--- src/rtl/gmii_frame_rx.sv ---
// GMII receive framer: checks preamble/SFD, strips them and delivers payload bytes
// with sop/eop, length and error, plus an SFD pulse and good/bad frame counters.
module gmii_frame_rx #(
  parameter int MIN_PREAMBLE = 1,
  parameter int MIN_LEN      = 64,
  parameter int MAX_LEN      = 1522
) (
  input  logic        gmii_clk,
  input  logic        rst,
  input  logic        gmii_ctrl,
  input  logic [7:0]  gmii_data,
  output logic        sfd_det,
  output logic        frm_valid,
  output logic [7:0]  frm_data,
  output logic        frm_sop,
  output logic        frm_eop,
  output logic        frm_err,
  output logic [15:0] frm_len,
  output logic [15:0] frm_cnt,
  output logic [15:0] err_cnt
);

  localparam logic [3:0]  MIN_PRE = 4'(MIN_PREAMBLE);
  localparam logic [15:0] MIN_L   = 16'(MIN_LEN);
  localparam logic [15:0] MAX_L   = 16'(MAX_LEN);

  typedef enum logic [1:0] {IDLE, PRE, DATA, DROP} state_t;

  state_t      state, state_nxt;
  logic        ctrl_q;
  logic [7:0]  data_q;
  logic [3:0]  pre_cnt;
  logic [7:0]  hold;
  logic        hold_vld;
  logic        first;
  logic [15:0] len;
  logic        len_bad;
  logic        pre_start, pre_inc, go_sfd, ld_hold;
  logic        emit, eop, inc_err, inc_frm;

  assign len_bad = (len < MIN_L) || (len > MAX_L);

  always_ff @(posedge gmii_clk) begin
    if (rst) state <= IDLE;
    else     state <= state_nxt;
  end

  // Output is taken straight from the hold register so a byte surfaces two
  // cycles after it was on the wire; eop is known once ctrl_q drops.
  always_comb begin
    state_nxt = state;
    pre_start = 1'b0;
    pre_inc   = 1'b0;
    go_sfd    = 1'b0;
    ld_hold   = 1'b0;
    emit      = 1'b0;
    eop       = 1'b0;
    inc_err   = 1'b0;
    inc_frm   = 1'b0;
    case (state)
      IDLE: begin
        if (ctrl_q) begin
          if (data_q == 8'h55) begin
            state_nxt = PRE;
            pre_start = 1'b1;
          end else begin
            state_nxt = DROP;
            inc_err   = 1'b1;
          end
        end
      end
      PRE: begin
        if (!ctrl_q) begin
          state_nxt = IDLE;
        end else if (data_q == 8'h55) begin
          pre_inc = 1'b1;
        end else if (data_q == 8'hD5 && pre_cnt >= MIN_PRE) begin
          state_nxt = DATA;
          go_sfd    = 1'b1;
        end else begin
          state_nxt = DROP;
          inc_err   = 1'b1;
        end
      end
      DATA: begin
        if (ctrl_q) begin
          ld_hold = 1'b1;
          emit    = hold_vld;
        end else begin
          state_nxt = IDLE;
          if (hold_vld) begin
            emit    = 1'b1;
            eop     = 1'b1;
            inc_err = len_bad;
            inc_frm = !len_bad;
          end else begin
            inc_err = 1'b1;
          end
        end
      end
      DROP: begin
        if (!ctrl_q) state_nxt = IDLE;
      end
      default: state_nxt = IDLE;
    endcase

    frm_valid = emit;
    frm_data  = emit ? hold : 8'h00;
    frm_sop   = emit && first;
    frm_eop   = eop;
    frm_len   = eop ? len : 16'h0000;
    frm_err   = eop && len_bad;
  end

  // Control and counters
  always_ff @(posedge gmii_clk) begin
    if (rst) begin
      ctrl_q   <= 1'b0;
      pre_cnt  <= 4'h0;
      hold_vld <= 1'b0;
      first    <= 1'b0;
      len      <= 16'h0000;
      sfd_det  <= 1'b0;
      frm_cnt  <= 16'h0000;
      err_cnt  <= 16'h0000;
    end else begin
      ctrl_q  <= gmii_ctrl;
      sfd_det <= go_sfd;
      if (pre_start)                    pre_cnt <= 4'h1;
      else if (pre_inc && pre_cnt != 4'hF) pre_cnt <= pre_cnt + 4'h1;
      if (go_sfd) begin
        hold_vld <= 1'b0;
        first    <= 1'b1;
        len      <= 16'h0000;
      end else if (ld_hold) begin
        hold_vld <= 1'b1;
        if (len != 16'hFFFF) len <= len + 16'h0001;
      end else if (state == DATA && !ctrl_q) begin
        hold_vld <= 1'b0;
      end
      if (emit)    first   <= 1'b0;
      if (inc_frm) frm_cnt <= frm_cnt + 16'h0001;
      if (inc_err) err_cnt <= err_cnt + 16'h0001;
    end
  end

  // Data path (no reset; qualified by control above)
  always_ff @(posedge gmii_clk) begin
    data_q <= gmii_data;
    if (ld_hold) hold <= data_q;
  end

endmodule

--- config.mk ---
export PLATFORM = sky130hd
export DESIGN_NAME = gmii_frame_rx
export DESIGN_NICKNAME = d
export VERILOG_FILES = /design/src/rtl/gmii_frame_rx.sv
export SDC_FILE = /design/constraint.sdc
export NUM_CORES = 1
export LEC_CHECK = 0
export CAP_MARGIN = 20
export CORE_MARGIN = 2
export CORE_UTILIZATION = 47
export DETAILED_ROUTE_END_ITERATION = 10
export HOLD_SLACK_MARGIN = 0.15
export PLACE_DENSITY = 0.77
export SLEW_MARGIN = 0
export SYNTH_ARGS = -nofsm -noshare
export SYNTH_HDL_FRONTEND = slang
export SYNTH_SLANG_ARGS = --single-unit
--- constraint.sdc ---
create_clock -name gmii_clk -period 2.4 [get_ports gmii_clk]
set_input_delay 0.48 -clock gmii_clk [delete_from_list [all_inputs] [get_ports gmii_clk]]
set_output_delay 0.48 -clock gmii_clk [all_outputs]
set_load 0.01 [all_outputs]
==> run_results.csv <==
group,metric,value,unit
outcome,run_status,"finished, final reports clean",
logic_synthesis,yosysWarnings,0,
floorplan,rows,31,
power_and_ir_drop,powerDensity,473.4,nW/µm²
grt,grt_max_degree,32,
grt,grt_pass1_vias,3109,
timing,setup_tns,0,ns
logic_synthesis,netlist_area,3607,µm²
cells_and_area,layout.cells.non_filler,609,
setup_path,crit_chain,"buf_4 -> or4_1 -> nor2_2 -> nor3_1 -> nor2_1 -> clkdlybuf4s15_1",
cells_and_area,drive_gt1_frac,0.1510,
drt,routedWlPerCell,13.48,µm
cells_and_area,areaGrowthSynthToFinish,33.96,%
drt,detail-route-antenna-nets,0,
drt,viasPerCell,5.343,
cells_and_area,layout.nets,522,
setup_path,r2r_start,"pre_cnt[1]",
timing,grt_setup_unrepaired,"no",
cells_and_area,finalInstanceArea,4832,µm²
clocking,cts_buffers,9,
clocking,cts_tree,"yes",
clocking,cts.clk_slew.worst_paths,0.07,ns
timing,fin_crit,2.327,ns
power_and_ir_drop,vdd_drop_max,291.9,µV
setup_path,reg2reg_to,"err_cnt[15]",
logic_synthesis,synth_seq_area_share,0.4329,
job,drv_cap,0,
logic_synthesis,synth_cell_types,47,
setup_path,max_stage_delay,0.42,ns
timing,tightestPinTransition,0.5850,ns
setup_path,cp-start-kind,"flip-flop",
setup_path,endpoint_kind,"primary output",
setup_path,r2r_slack,0.17,ns
timing,setup_viol,0,
logic_synthesis,ys.flop_type,"dfxtp_1",
clocking,h-tree-depth,3,
logic_synthesis,syn_nets,430,
drt,vias,3254,
timing,hold_viol_final,0,
power_and_ir_drop,seqPwrFrac,0.557,
worst_hold_path,hp-class,"flip-flop to flip-flop",
place,portBuffers,71,
cells_and_area,final_cell_mix,"dfxtp_1 (65), nor2_1 (54), clkdlybuf4s50_1 (45)",
grt,grt_use_met2,0.3382,
power_and_ir_drop,switchingPower,536.2,µW
timing,post-route-period-util,0.9694,
timing,skew,0.01171,ns
setup_path,crit_type,"flip-flop to primary output",
floorplan,die-height,91.61,µm
floorplan,core,7331,µm²
logic_synthesis,synth_enable_flop_cells,8,
logic_synthesis,ys_async_sr_fraction,0,
logic_synthesis,synthCells,413,
clocking,clockBufferDepth,2,
clocking,root_buffer,"clkbuf_8",
drt,wirelength,8.211,mm
grt,grt_busiest_layer,"met2",
power_and_ir_drop,pwr-share-comb,0.048,
drt,remaining_drc_errors,0,
power_and_ir_drop,power.internal,1.752,mW
timing,slew_headroom,0.6087,
power_and_ir_drop,p_sw_frac,0.2344,
worst_hold_path,hold_path_end,"hold[5]",
timing,hold_ws,0.4234,ns
worst_hold_path,hold_depth,0,
clocking,hold_buffers,0,
setup_path,critPathMaxFanout,6,
worst_hold_path,holdCritStartpoint,"data_q[5]",
place,place_worst_setup_slack,-0.09371,ns
setup_path,crit_arrival,1.85,ns
floorplan,die_w,91.61,µm
clocking,clock_sinks,74,
drt,drtPass1Iterations,5,
place,gp_congestion,0.8251,
grt,antenna_found_initial,0,
power_and_ir_drop,totalPowerFinal,2.288,mW
power_and_ir_drop,cellLeakagePower,1.991,nW
setup_path,cp_slowest_cell,"or4_1",
setup_path,cp.required,1.92,ns
grt,grtUsageMet1,0.2572,
cells_and_area,final_common_cell,"dfxtp_1",
floorplan,io_pins,72,
grt,grt_usage,0.2042,
grt,grt_pass1_wl,13.96,mm
grt,grt_util_met3,0.05477,
cells_and_area,n_antenna_cell,0,
setup_path,r2r_cells,7,
timing,max_freq,429.8,MHz
place,dp_hpwl,5.941,mm
place,dp.cells,592,
floorplan,die_area,8391,µm²
place,placed_area,4579,µm²
power_and_ir_drop,p_clk_frac,0.395,
grt,grt_overflow,0,
logic_synthesis,ys_ff_latch,74,
timing,worst_slack,0.07348,ns
logic_synthesis,syn_avg_cell_area,8.734,µm²
drt,drt_iter0_drc,143,
cells_and_area,n_fill_cell,625,
cells_and_area,fin_util,0.6592,
clocking,insertion_delay,0.35,ns
timing,drv_slew,0,
floorplan,initial_core_util,0.4921,
cell usage after synthesis (all sizes together), types with 5 or more instances:
| library cell | instances | share of area |
|---|---|---|
| a211oi | 5 | 0.012 |
| a21oi | 23 | 0.032 |
| and2 | 24 | 0.042 |
| and3 | 7 | 0.012 |
| buf | 5 | 0.0090 |
| clkbuf | 14 | 0.015 |
| dfxtp | 66 | 0.37 |
| edfxtp | 8 | 0.067 |
| ha | 6 | 0.021 |
| inv | 13 | 0.014 |
| mux2 | 19 | 0.059 |
| nand2 | 23 | 0.024 |
| nand3 | 15 | 0.021 |
| nand4 | 16 | 0.028 |
| nor2 | 55 | 0.057 |
| nor2b | 19 | 0.033 |
| nor3 | 14 | 0.019 |
| nor4 | 6 | 0.010 |
| o21ai | 12 | 0.017 |
| or3 | 8 | 0.015 |
| or4 | 6 | 0.012 |
| xor2 | 15 | 0.036 |
critical path: cells and delay by family, from the launching register on:
family | cells | cell delay [ns]
buffers and inverters | 2 | 0.42
AND/OR/NAND/NOR | 4 | 0.77
flip-flops | 1 | 0.32
sequential cells by signal, summed over array words and instances, names as in the netlist, 2 cells and up:
signal,count
err_cnt,16
frm_cnt,16
len,16
data_q,8
hold,8
pre_cnt,4
state,2
how the worst max path moves through the flow:
stage	start	to	slack, ns	cells after the start
after floorplan	pre_cnt[1]	err_cnt[10]	0.05	8
after global placement	pre_cnt[1]	err_cnt[15]	0.02	7
after detailed placement	pre_cnt[1]	err_cnt[15]	-0.09	7
after CTS	pre_cnt[1]	err_cnt[15]	0.008	7
after global routing	len[8]	frm_err	0.002	5
final	len[10]	frm_err	0.07	6
power groups by stage:
stage	combinational (mW)	clock, mW	sequential, mW
after floorplan	0.0579	0	1.30
after global placement	0.103	0	1.30
after detailed placement	0.105	0	1.30
after CTS	0.110	0.925	1.28
after global routing	0.122	0.973	1.28
final	0.110	0.903	1.28
what timing repair did:
action / in CTS / in global routing
setup endpoints to repair: 18 / 29
pin swaps: 1 / 2
gates resized for setup: 23 / 15
buffers inserted: 1 / 0
area by class of cell:
class,instances,area [µm²],area share
Tap cell,99,123.9,0.02563
Clock buffer,11,152.6,0.03159
Clock inverter,5,36.28,0.007509
Inverter,13,48.80,0.01010
Sequential cell,74,1563,0.3234
Timing Repair Buffer,100,937.1,0.1939
Multi-Input combinational cell,307,1971,0.4078
cells by family after synthesis:
logic type	after synthesis	synth area share
mux	22	0.06764
compound gates	52	0.08672
simple gates	208	0.3087
buf+inv	32	0.03711
fa+ha+maj	6	0.02081
flops	74	0.4329
xor+xnor	19	0.04613
per-layer routing:
metal	share of wire	vias to the layer above	wire (µm)
li1	-	1631	-
met1	0.44	1518	3648
met2	0.48	94	3969
met3	0.060	11	494
met4	0.012	0	98
met5	0	-	0
Power figures use the tool's default switching activity.
